File: src/rtl/axi4_lite_ctrl_regs_pkg.sv
// Shared definitions for the AXI4-Lite control register bank: register offsets,
// handshake FSM encodings and the address decoder.
package axi4_lite_ctrl_regs_pkg;

  localparam logic [31:0] REG_CONFIG    = 32'h00;
  localparam logic [31:0] REG_CONTROL   = 32'h04;
  localparam logic [31:0] REG_STATUS    = 32'h08;
  localparam logic [31:0] REG_IRQ_MASK  = 32'h0C;
  localparam logic [31:0] REG_IRQ_FLAGS = 32'h10;
  localparam logic [31:0] REG_SCRATCH   = 32'h14;

  typedef enum logic [1:0] {
    W_IDLE    = 2'd0,
    W_DONE    = 2'd1,
    W_RELEASE = 2'd2
  } w_state_e;

  typedef enum logic [1:0] {
    R_IDLE    = 2'd0,
    R_DONE    = 2'd1,
    R_RELEASE = 2'd2
  } r_state_e;

  typedef enum logic [2:0] {
    SEL_CONFIG,
    SEL_CONTROL,
    SEL_STATUS,
    SEL_IRQ_MASK,
    SEL_IRQ_FLAGS,
    SEL_SCRATCH,
    SEL_NONE
  } reg_sel_e;

  // Word-aligned decode: the two low address bits never select a register.
  function automatic reg_sel_e decode_addr(input logic [31:0] addr);
    logic [31:0] word;
    word = addr & ~32'h3;
    case (word)
      REG_CONFIG:    return SEL_CONFIG;
      REG_CONTROL:   return SEL_CONTROL;
      REG_STATUS:    return SEL_STATUS;
      REG_IRQ_MASK:  return SEL_IRQ_MASK;
      REG_IRQ_FLAGS: return SEL_IRQ_FLAGS;
      REG_SCRATCH:   return SEL_SCRATCH;
      default:       return SEL_NONE;
    endcase
  endfunction

endpackage

File: src/rtl/axi4_lite_req_ack.sv
// IDLE/DONE/RELEASE request handshake: accepts a held request exactly once and
// answers with a single registered ready pulse.
module axi4_lite_req_ack
  import axi4_lite_ctrl_regs_pkg::*;
(
  input  logic clk,
  input  logic rst_n,
  input  logic req,
  output logic accept,
  output logic ready
);

  // Read and write FSMs share one encoding, so the write names serve both.
  localparam logic [1:0] S_IDLE    = W_IDLE;
  localparam logic [1:0] S_DONE    = W_DONE;
  localparam logic [1:0] S_RELEASE = W_RELEASE;

  logic [1:0] state;

  assign accept = (state == S_IDLE) && req;

  always_ff @(posedge clk or negedge rst_n) begin
    if (!rst_n) begin
      state <= S_IDLE;
      ready <= 1'b0;
    end else begin
      ready <= accept;
      case (state)
        S_IDLE:    if (req) state <= S_DONE;
        S_DONE:    state <= S_RELEASE;
        S_RELEASE: if (!req) state <= S_IDLE;
        default:   state <= S_IDLE;
      endcase
    end
  end

endmodule

File: src/rtl/axi4_lite_ctrl_regs.sv
// Control/status register bank behind the AXI4-Lite write and read slaves:
// config, self-clearing control pulses, live status and sticky masked IRQ flags.
module axi4_lite_ctrl_regs
  import axi4_lite_ctrl_regs_pkg::*;
#(
  parameter int addr_width = 7,
  parameter int data_width = 32
) (
  input  logic                    clk,
  input  logic                    rst_n,
  input  logic                    write_req,
  input  logic [addr_width-1:0]   write_addr,
  input  logic [data_width-1:0]   s_axi_wdata,
  input  logic [data_width/8-1:0] s_axi_wstrb,
  output logic                    write_ready,
  output logic                    write_response,
  input  logic                    read_req,
  input  logic [addr_width-1:0]   read_addr,
  output logic                    read_ready,
  output logic [data_width-1:0]   read_value,
  output logic                    read_response,
  output logic [data_width-1:0]   cfg_out,
  output logic [data_width-1:0]   ctrl_pulse,
  input  logic [data_width-1:0]   status_in,
  input  logic [data_width-1:0]   irq_events,
  output logic                    irq_out
);

  function automatic logic [data_width-1:0] byte_mask(input logic [data_width/8-1:0] strb);
    logic [data_width-1:0] m;
    for (int i = 0; i < data_width/8; i++) m[8*i +: 8] = {8{strb[i]}};
    return m;
  endfunction

  logic                  w_accept;
  logic                  r_accept;
  reg_sel_e              w_sel;
  reg_sel_e              r_sel;
  logic                  w_ok;
  logic                  r_ok;
  logic [data_width-1:0] w_mask;
  logic [data_width-1:0] w_bits;
  logic [data_width-1:0] w1c;
  logic [data_width-1:0] r_data;
  logic [data_width-1:0] irq_mask;
  logic [data_width-1:0] irq_flags;
  logic [data_width-1:0] scratch;

  axi4_lite_req_ack u_write_ack (
    .clk    (clk),
    .rst_n  (rst_n),
    .req    (write_req),
    .accept (w_accept),
    .ready  (write_ready)
  );

  axi4_lite_req_ack u_read_ack (
    .clk    (clk),
    .rst_n  (rst_n),
    .req    (read_req),
    .accept (r_accept),
    .ready  (read_ready)
  );

  // W-channel data is only valid in the accept cycle, so it is consumed directly.
  assign w_sel  = decode_addr(32'(write_addr));
  assign w_mask = byte_mask(s_axi_wstrb);
  assign w_bits = s_axi_wdata & w_mask;
  assign w_ok   = (w_sel != SEL_STATUS) && (w_sel != SEL_NONE);
  assign w1c    = (w_accept && (w_sel == SEL_IRQ_FLAGS)) ? w_bits : '0;

  always_ff @(posedge clk or negedge rst_n) begin
    if (!rst_n) begin
      cfg_out        <= '0;
      irq_mask       <= '0;
      scratch        <= '0;
      irq_flags      <= '0;
      ctrl_pulse     <= '0;
      write_response <= 1'b0;
      irq_out        <= 1'b0;
    end else begin
      ctrl_pulse     <= '0;
      write_response <= 1'b0;
      if (w_accept) begin
        write_response <= w_ok;
        case (w_sel)
          SEL_CONFIG:   cfg_out    <= (cfg_out & ~w_mask) | w_bits;
          SEL_CONTROL:  ctrl_pulse <= w_bits;
          SEL_IRQ_MASK: irq_mask   <= (irq_mask & ~w_mask) | w_bits;
          SEL_SCRATCH:  scratch    <= (scratch & ~w_mask) | w_bits;
          default:      ;
        endcase
      end
      // A new event on a bit being cleared this cycle keeps the flag set.
      irq_flags <= (irq_flags & ~w1c) | irq_events;
      irq_out   <= |(irq_flags & irq_mask);
    end
  end

  assign r_sel = decode_addr(32'(read_addr));

  always_comb begin
    r_data = '0;
    r_ok   = 1'b1;
    case (r_sel)
      SEL_CONFIG:    r_data = cfg_out;
      SEL_CONTROL:   r_data = '0;
      SEL_STATUS:    r_data = status_in;
      SEL_IRQ_MASK:  r_data = irq_mask;
      SEL_IRQ_FLAGS: r_data = irq_flags;
      SEL_SCRATCH:   r_data = scratch;
      default:       r_ok   = 1'b0;
    endcase
  end

  always_ff @(posedge clk or negedge rst_n) begin
    if (!rst_n) begin
      read_value    <= '0;
      read_response <= 1'b0;
    end else if (r_accept) begin
      read_value    <= r_data;
      read_response <= r_ok;
    end
  end

endmodule

File: config.mk
export PLATFORM = sky130hd
export DESIGN_NAME = axi4_lite_ctrl_regs
export DESIGN_NICKNAME = d
export VERILOG_FILES = /design/src/rtl/axi4_lite_ctrl_regs_pkg.sv /design/src/rtl/axi4_lite_req_ack.sv /design/src/rtl/axi4_lite_ctrl_regs.sv
export SDC_FILE = /design/constraint.sdc
export NUM_CORES = 1
export LEC_CHECK = 0
export CAP_MARGIN = 40
export CORE_ASPECT_RATIO = 0.8
export CORE_MARGIN = 5
export CORE_UTILIZATION = 44
export CTS_BUF_LIST = sky130_fd_sc_hd__clkbuf_16
export CTS_CLUSTER_DIAMETER = 100
export DETAILED_ROUTE_END_ITERATION = 6
export GPL_TIMING_DRIVEN = 1
export PLACE_DENSITY = 0.76
export SYNTH_ARGS = -nofsm -noshare
export SYNTH_HDL_FRONTEND = slang
export SYNTH_SLANG_ARGS = --single-unit
File: constraint.sdc
create_clock -name clk -period 2.3 [get_ports clk]
set_input_delay 0.575 -clock clk [delete_from_list [all_inputs] [get_ports clk]]
set_output_delay 0.575 -clock clk [all_outputs]
set_load 0.02 [all_outputs]
==> metrics, run 1 <==
Starting Density 0.4474; CP Capture Type register; vias in the first global route 7223; Longest Clk Path Bufs 3; Clk network pwr share 0.374; Sw Share 0.2587; Post-DRT Antenna Nets 0; syn_nets 758; Worst-Skew Late Latency 0.50 ns; final instance area 0.01247 mm^2; asr flop ratio synth 1.000; clock-pin transition on the worst setup and hold timing paths 0.06 ns; Cells after Synth 639; critical path's largest stage delay 0.48 ns; GRT Util Overall 0.2412; antenna cells 0; Die ar. 0.02213 mm^2; row cnt 45; # hold bufs at CTS 0; number of clock sinks 201; die width 165.1 um; crit path DAT 2.61 ns; Residual DRC 0; Worst Path Max Fanout 5; first-pass GRT wire length 41900 um; die height 134.1 um; initial antenna violation count 4; Worst path most repeated cell buf_4; power per cell area 692.0 mW/mm^2; routed wire length 27710 um; First DRT Iteration DRCs 913; root buf cell clkbuf_16; Post-Layout Cell Count 1187; overall power 8628 uW; DPL Wire Length 19670 um; fraction of layout cells with a size suffix above 1 0.2422; clock buffer count from CTS 21; Port Buffers 214; Hold Slack -0.005071 ns; top achievable clock speed 449.3 MHz; clk_skew 0.009209 ns; cell count after placement 1146; Synth Register Bits 201; Final Critical Period 2.225 ns; # nets final 1036; Min-Delay Path Class input port to async pin; EDFF count, synth 0; routed len/inst 23.34 um; Vias per Instance 5.962; Post-Syn Area per Cell 13.25 um^2; RSZ-0062 raised after global routing no; CP delay by family, top buffers and inverters; highest-delay cell along the critical path clkdlybuf4s50_1; headroom to the max-slew limit 0.6754; leak pwr 0.005276 uW; Post-Place Cell Area 0.01168 mm^2; CTS tree done; Seq/Total Area, Yosys 0.5942; Setup violations, final 0; switching power 2232 uW; core area 0.01892 mm^2; outcome complete, but fails checks; maxcap violations 0; IO Count 219; Syn-to-layout area delta 47.32%; final hold violation count 1; FF+latch area 0.005030 mm^2; Mapped Area 0.008464 mm^2; H-Tree Level Count 1; Critical path buffers and inverters 4; vias 7077; Synth Flop Type dfrtp_1; Routability Congestion 0.8696; library cells used by synthesis 37; failing checks hold timing; pin count of the biggest net entering global routing 75; critical path class input port to register; post-place setup slack -0.5678 ns; fin crit share 0.9676; maximum vdd ir drop 348.1 uV; worst-path cell chain clkdlybuf4s50_1 -> or3b_1 -> buf_4 -> nor4_2 -> buf_4 -> nand2_1 -> buf_4 -> mux2_1; Slew Viols, Final 0; Worst setup SP type input port; Worst Slack Setup Final 0.07451 ns; combinational power share 0.155; CP required 2.68 ns; Int Pwr 6397 uW; Filler cells 1462; total grt overflow 0; Slew @ Worst Pin 0.4869 ns; Flop pwr share 0.471; area of the multi-input gates 0.003381 mm^2; yosys warns 0; Pre-Repair DR Iteration Count 7
==> power by group through the flow <==
| stage | Combinational, uW | Sequential, uW | Clock [uW] |
|---|---|---|---|
| 2_1_floorplan | 544 | 4120 | 0 |
| 3_3_place_gp | 1300 | 4100 | 0 |
| 3_5_place_dp | 1330 | 4120 | 0 |
| 4_1_cts | 1340 | 4060 | 3260 |
| 5_1_grt | 1440 | 4100 | 3430 |
| 6_report | 1340 | 4070 | 3230 |
==> worst register-to-register path, cell delays in order, from the launching register on <==
cell and delay, ns:
dfrtp_1 0.39, or3b_1 0.38, buf_4 0.18, nor4_2 0.27, buf_4 0.19, nand2_1 0.08, buf_4 0.17, mux2_1 0.31
==> cell usage in the layout, fill, tap and decap left out, types with 3 or more instances in the layout <==
cell	instances
dfrtp_1	201
buf_12	19
buf_6	4
clkbuf_16	24
a222oi_1	64
dlymetal6s2s_1	4
inv_1	12
clkdlybuf4s50_1	209
a22oi_1	48
buf_4	56
a21o_1	32
nand4_1	36
clkinv_1	4
mux2_2	94
and4_1	6
and2_1	33
nand3_4	3
nor3_4	3
nand2_1	39
==> layout make-up <==
class                   instances  area share
well taps                     258     0.02589
inverters                       6    0.001806
multi-input cells             391      0.2711
clock inverters                14    0.008930
flip-flops and latches        201      0.4034
clock buffers                  21     0.04214
repair buffers                296      0.2467
==> Yosys cell counts, drive strengths merged (4+ instances only) <==
library cell | instances | area share
a21o | 32 | 0.028
a222oi | 64 | 0.076
a22oi | 48 | 0.043
and2 | 33 | 0.024
and4 | 6 | 0.0062
buf | 10 | 0.0056
clkbuf | 31 | 0.014
dfrtp | 201 | 0.59
inv | 6 | 0.0027
mux2 | 96 | 0.13
nand2 | 39 | 0.017
nand3 | 5 | 0.0053
nand4 | 38 | 0.030
nor3 | 5 | 0.0035
nor4 | 4 | 0.0055
==> cell families (layout without fill, tap and decap cells) <==
| logic type | Yosys count | after routing | share of synthesized area |
|---|---|---|---|
| buffers and inverters | 47 | 337 | 0.02203 |
| muxes | 97 | 97 | 0.1289 |
| DFF | 201 | 201 | 0.5942 |
| AOI/OAI and AO/OA | 150 | 150 | 0.1517 |
| adders and majority gates | 1 | 1 | 0.001478 |
| and+or+nand+nor | 143 | 143 | 0.1017 |
==> what timing repair did <==
action,in CTS,in global routing
pin swaps,1,10
endpoints found under the setup margin,25,41
gates resized for setup,3,8
cloned,0,4
setup buffers,0,2
==> path summary, 6_finish.rpt <==
check                                          start                  end  slack, ns  depth (start not counted)
worst max-delay path                       write_req             register       0.07                          8
worst min-delay path                           rst_n  u_read_ack.state[1]     -0.005                          1
worst max register to register  u_write_ack.state[1]             register       0.22                          7
worst min register to register   u_read_ack.state[0]  u_read_ack.state[1]       0.46                          1
max in group asynchronous                      rst_n            async pin       1.55                          2
min in group clk                 u_read_ack.state[0]  u_read_ack.state[1]       0.46                          1
==> metal layers <==
metal / GRT usage / wire length, um / vias up
met2: 0.3762 / 12800 / 340
met4: 0.04388 / 486 / 8
met5: 0 / 53 / -
li1: - / - / 3092
met3: 0.08264 / 3160 / 50
met1: 0.3325 / 11210 / 3587
==> metrics by stage <==
step	hold slack, ns	util	TNS, ns
global placement	0.4529	0.6175	-66.02
floorplan	0.2794	-	0
finish	-0.005071	0.6591	0
CTS	0.01701	0.6523	-0.008537
detailed placement	0.4693	0.6175	-73.66
global route	0.02515	0.6591	0
Note: power is estimated with default switching activity, not from simulation.
==> run 2: changes to the inputs <==
--- a/config.mk
+++ b/config.mk
@@ -7,12 +7,13 @@
 export LEC_CHECK = 0
 export CAP_MARGIN = 40
-export CORE_ASPECT_RATIO = 0.8
+export CELL_PAD_IN_SITES_DETAIL_PLACEMENT = 0
+export CELL_PAD_IN_SITES_GLOBAL_PLACEMENT = 1
 export CORE_MARGIN = 5
-export CORE_UTILIZATION = 44
+export CORE_UTILIZATION = 35
 export CTS_BUF_LIST = sky130_fd_sc_hd__clkbuf_16
 export CTS_CLUSTER_DIAMETER = 100
 export DETAILED_ROUTE_END_ITERATION = 6
 export GPL_TIMING_DRIVEN = 1
-export PLACE_DENSITY = 0.76
+export PLACE_DENSITY_LB_ADDON = 0.1
 export SYNTH_ARGS = -nofsm -noshare
 export SYNTH_HDL_FRONTEND = slang
==> constraint.sdc (replaced) <==
create_clock -name clk -period 2.3 [get_ports clk]
set_input_delay 0.575 -clock clk [delete_from_list [all_inputs] [get_ports clk]]
set_output_delay 0.575 -clock clk [all_outputs]
set_load 0.005 [all_outputs]
==> run 2 against run 1 <==
The flow now finishes without violations. Via count down 1.1%. Sequential power barely moved. Worst hold slack improved by 0.061 ns. Flip-flop and latch count is the same. Design area up 1.2%. Register-to-register slack is essentially flat. Largest cell class unchanged. Largest power group unchanged. Highest routed layer is now met4.
==> metrics, run 2 (same netlist as run 1, synthesis figures left out) <==
Syn-to-layout area delta 49.14%; Post-Layout Cell Count 1259 (+6.1%); fin crit share 0.9701 (+0.002536); CP Capture Type register; First DRT Iteration DRCs 618 (-32%); Longest Clk Path Bufs 3 (unchanged); routed len/inst 23.37 um (+0.12%); met2 Use GR 0.3497 (-0.02658); Residual DRC 0 (unchanged); core area 0.02403 mm^2 (+27%); Slew Viols, Final 0 (unchanged); CP required 2.68 ns (about the same); Pre-Repair DR Iteration Count 6 (-1); leak pwr 0.005312 uW (+0.69%); # nets final 1042 (+0.58%); commonest non-fill, non-tap cell in the layout clkdlybuf4s50_1; Register-to-Register Path Depth 6 (-1); Starting Density 0.3522 (-0.09524); row cnt 57 (+27%); critical path's largest stage delay 0.48 ns (about the same); initial antenna violation count 0 (-4); Port Buffers 214 (unchanged); headroom to the max-slew limit 0.6236 (-0.05180); vias 6996 (-1.1%); met1 Track Usage GR 0.2664 (-0.06605); Final Critical Period 2.231 ns (+0.005833 ns); critical path class input port to register; vias in the first global route 7401 (+2.5%); Die ar. 0.02739 mm^2 (+24%); crit path DAT 2.62 ns (about the same); Worst-Skew Late Latency 0.51 ns (about the same); maximum vdd ir drop 389.8 uV (+12%); outcome finished, final reports clean; root buf cell clkbuf_16; Worst setup SP type input port; antenna cells 0 (unchanged); cell count after placement 1214 (+5.9%); Post-Place Cell Area 0.01179 mm^2 (+0.94%); maxcap violations 0 (unchanged); clock-pin transition on the worst setup and hold timing paths 0.06 ns (about the same); Worst path most repeated cell buf_4; number of clock sinks 201 (unchanged); GRT Util Overall 0.2030 (-0.03821); pin count of the biggest net entering global routing 64 (-15%); die height 165.5 um (+23%); CTS tree done; final hold violation count 0 (-1); Filler cells 2095 (+43%); Slew @ Worst Pin 0.5646 ns (+0.07771 ns); GRT Max-Usage Layer met2; overall power 8644 uW (+0.18%); # hold bufs at CTS 0 (unchanged); die width 165.5 um (+0.27%); routed wire length 29420 um (+6.2%); RSZ-0062 raised after global routing no; Setup violations, final 0 (unchanged); first-pass GRT wire length 42850 um (+2.3%); fraction of layout cells with a size suffix above 1 0.2524 (+0.01021); Routability Congestion 0.8133 (-6.5%); top achievable clock speed 448.2 MHz (-0.26%); Worst Path Max Fanout 4 (-1); met3 Track Usage GR 0.04070 (-0.04194); highest-delay cell along the critical path clkdlybuf4s50_1; clk_skew 0.01221 ns (+0.002997 ns); worst-path cell chain clkdlybuf4s50_1 -> or3b_1 -> nor4_2 -> buf_4 -> nand2_1 -> buf_4 -> mux2_1; final instance area 0.01262 mm^2 (+1.2%); IO Count 219 (unchanged); Post-DRT Antenna Nets 0 (unchanged); Min-Delay Path Class input port to async pin; clock buffer count from CTS 22 (+4.8%); H-Tree Level Count 1 (unchanged); commonest cells after routing, fill and taps aside clkdlybuf4s50_1 (209), dfrtp_1 (201), mux2_2 (94), a222oi_1 (64), buf_4 (60); DPL Wire Length 20540 um (+4.4%); power per cell area 684.7 mW/mm^2 (-1.0%); Vias per Instance 5.557 (-6.8%); total grt overflow 0 (unchanged)
[run 2: cell count changes in the layout (fill, tap and decap cells not counted), sizes merged]
cell,before,now
clkbuf,25,27
bufinv,2,1
clkinvlp,0,2
buf,79,84
clkinv,5,8
inv,13,8
[run 2: routing by layer]
layer  share of wire  routed length, um
met5               0                  0
met3           0.077               2265
met1            0.41              12120
met4           0.018                516
met2            0.49              14520
[run 2: worst paths after layout]
path,slack (ns),to,from
min in group clk,0.47,u_read_ack.state[1],u_read_ack.state[1]
max in group asynchronous,1.54,read_value[3],rst_n
worst min register to register,0.47,u_read_ack.state[1],u_read_ack.state[1]
worst max-delay path,0.07,register,write_req
worst min-delay path,0.06,u_read_ack.state[1],rst_n
worst max register to register,0.22,register,u_write_ack.state[1]
[run 2: critical path, delay by kind of cell]
| family | cells | cell delay (ns) |
|---|---|---|
| simple gates | 3 | 0.91 |
| mux | 1 | 0.31 |
| buf+inv | 3 | 0.83 |
[run 2: where the power goes]
part	internal (uW)	switching (uW)	leakage, uW
combinational	680	597	0.00239
clock	1910	1390	0.000333
sequential	3850	217	0.00259
[run 2: repair_timing]
item	CTS	global route
cloned	0	5
resized for setup	2	8
endpoints found under the setup margin	2	35
pin swaps	0	9
buffers inserted	0	4
[run 2: area by class of cell]
cell class                      instances  area (um^2)  area share
Inverter                                6        22.52    0.001784
Multi-Input combinational cell        391         3358      0.2660
Timing Repair Buffer                  301         3143      0.2490
Clock buffer                           23        575.6     0.04559
Tap cell                              324        405.4     0.03211
Clock inverter                         13        88.84    0.007037
Sequential cell                       201         5030      0.3985
[run 2: metrics by stage]
stage / hold slack, ns / setup slack (ns) / util / TNS, ns
after global routing: 0.09948 / 0.02641 / 0.5252 / 0
after CTS: 0.07034 / -0.01157 / 0.5186 / -0.01616
final: 0.05570 / 0.06868 / 0.5252 / 0
after floorplan: 0.2794 / 0.03183 / - / 0
after global placement: 0.4488 / -0.4728 / 0.4906 / -71.64
after detailed placement: 0.4696 / -0.5425 / 0.4906 / -71.50
==> edit, RTL diff (config.mk and constraints of run 2) <==
Put one more register stage on the output `irq_out`, with the module's reset. The value now appears one clock later. The other outputs are not delayed to match.
--- a/src/rtl/axi4_lite_ctrl_regs.sv
+++ b/src/rtl/axi4_lite_ctrl_regs.sv
@@ -25,6 +25,8 @@
   input  logic [data_width-1:0]   irq_events,
   output logic                    irq_out
 );
+
+  logic irq_s0;
 
   function automatic logic [data_width-1:0] byte_mask(input logic [data_width/8-1:0] strb);
     logic [data_width-1:0] m;
@@ -77,7 +79,7 @@
       irq_flags      <= '0;
       ctrl_pulse     <= '0;
       write_response <= 1'b0;
-      irq_out        <= 1'b0;
+      irq_s0         <= 1'b0;
     end else begin
       ctrl_pulse     <= '0;
       write_response <= 1'b0;
@@ -93,7 +95,7 @@
       end
       // A new event on a bit being cleared this cycle keeps the flag set.
       irq_flags <= (irq_flags & ~w1c) | irq_events;
-      irq_out   <= |(irq_flags & irq_mask);
+      irq_s0    <= |(irq_flags & irq_mask);
     end
   end
 
@@ -123,5 +125,13 @@
     end
   end
 
+  always_ff @(posedge clk or negedge rst_n) begin
+    if (!rst_n) begin
+      irq_out <= '0;
+    end else begin
+      irq_out <= irq_s0;
+    end
+  end
+
 endmodule
 
Behaviour: not the same (a bounded check fails within 4 cycles, from zero or initial values and one cycle with rst_n low).
==> edit against run 2 <==
Die area grew 0.14%. Sequential power increased by 1%. Largest power group unchanged. Wire length is 1.4% higher. Setup slack better by 0.032 ns. Largest cell class unchanged. Sequential cell count increased by 1. Total power up 5.7%. Cell area is 0.24% lower. The run now ends with hold timing left. Synthesized area up 0.15%.
==> edit: results (changes against run 2) <==
[synth]
syn_nets = 759  ; +0.13%
ys_types = 38  ; +2.7%
synthTopCellsByArea = dfrtp_1 (60%), mux2_2 (12%), a222oi_1 (7.2%)
synth-seq-cells = 202  ; +0.50%
synth_seq_area_share_pct = 59.6  ; +0.21 points
postSynthCellCount = 640  ; +0.16%

[grt]
antenna_found_initial = 1  ; +1
grtUsageMet1_pct = 27.2  ; +0.51 points
grt_max_degree = 66  ; +3.1%
grt_usage_pct = 20.8  ; +0.49 points
use_met2_pct = 34.7  ; -0.27 points
grt_pass1_wl_mm = 45.3  ; +5.7%
grt_pass1_vias = 7573  ; +2.3%

[route]
drt_wl_total_mm = 29.8  ; +1.4%
via_per_inst = 5.56  ; about the same
drtPass1Iterations = 7  ; +1
met3_length_mm = 2.16  ; -4.7%
drt_iter0_markers = 753  ; +22%
met2_wirelength_mm = 14.4  ; -0.74%

[sta]
whs_ns = -0.00583  ; -0.0615 ns
skew_ns = 0.0101  ; -0.00212 ns
hold_viol = 7  ; +7
worst_pin_slew_ns = 0.451  ; -0.113 ns

[critical_path]
crit_path_max_fanout = 8  ; +4
worst_path_largest_cell_delay_ns = 0.53  ; +0.05 ns
cp-end-kind = flip-flop
cpLargestDelayFamily = buffers and inverters
ff2ff_setup_slack_ns = 0.30  ; +0.08 ns
arrival_ns = 2.60  ; -0.02 ns

[power]
p_leak_nw = 5.28  ; -0.59%
ir_worst_vdd_mv = 0.440  ; +13%

[clock_tree]
cts_resized = 0  ; -2
numCtsBuffers = 24  ; +9.1%

[cells_and_area]
drive_above_1_share_pct = 24.4  ; -0.89 points
nets = 1028  ; -1.3%
stdcell_count = 1249  ; -0.79%

[outcome]
violations = hold timing
outcome = finished with violations

[hold_path]
hp-class = input pin to async pin

[place]
place_congestion = 0.806  ; -0.87%
dp_hpwl_mm = 20.6  ; +0.32%

-- edit: cell count changes in the layout (fill, tap and decap cells not counted), moves of 2 or more --
| cell | run 2 | this run |
|---|---|---|
| nand2_1 | 39 | 41 |
| buf_6 | 3 | 1 |
| or2_4 | 1 | 3 |
| a222oi_1 | 64 | 61 |
| a32oi_1 | 0 | 3 |
| buf_4 | 60 | 48 |
| bufinv_16 | 1 | 3 |
| clkinv_1 | 3 | 5 |
| clkbuf_16 | 26 | 28 |
| clkinvlp_4 | 2 | 0 |
| buf_12 | 20 | 18 |
-- edit: area by class of cell --
cell class                      instances  area, um2
Tap cell                              324        405
Multi-Input combinational cell        392       3380
Sequential cell                       202       5050
Inverter                                5       18.8
Antenna cell                            1       2.50
Clock inverter                         16        145
Timing Repair Buffer                  284       2960
Clock buffer                           25        626
Fill cell                            2127      11500
-- edit: cells by family (layout without fill, tap and decap cells) --
group,count (synthesis),count (layout),synth area share (%)
other,0,1,0
AND/OR/NAND/NOR,144,144,10.2
adder cells (fa/ha/maj),1,1,0.148
buffers and inverters,46,330,2.11
flip-flops,202,202,59.6
AO/OA/AOI/OAI,150,150,15.1
multiplexers,97,97,12.9
-- edit: per-stage QoR --
| step | worst slack (ns) | hold WS, ns | cell area (um2) |
|---|---|---|---|
| floorplan | -0.0131 | 0.279 | 8650 |
| global placement | -0.521 | 0.341 | 11700 |
| detailed placement | -0.524 | 0.338 | 11700 |
| CTS | 0.00900 | 0.00458 | 12500 |
| global route | 0.0108 | 0.0153 | 12600 |
| finish | 0.101 | -0.00583 | 12600 |
-- edit: report_power, final --
part	total [mW]	switching, mW	leakage (nW)	internal, mW
sequential	4.11	0.232	2.60	3.87
clock	3.73	1.46	0.394	2.28
combinational	1.29	0.605	2.29	0.690
total	9.14	2.29	5.28	6.84
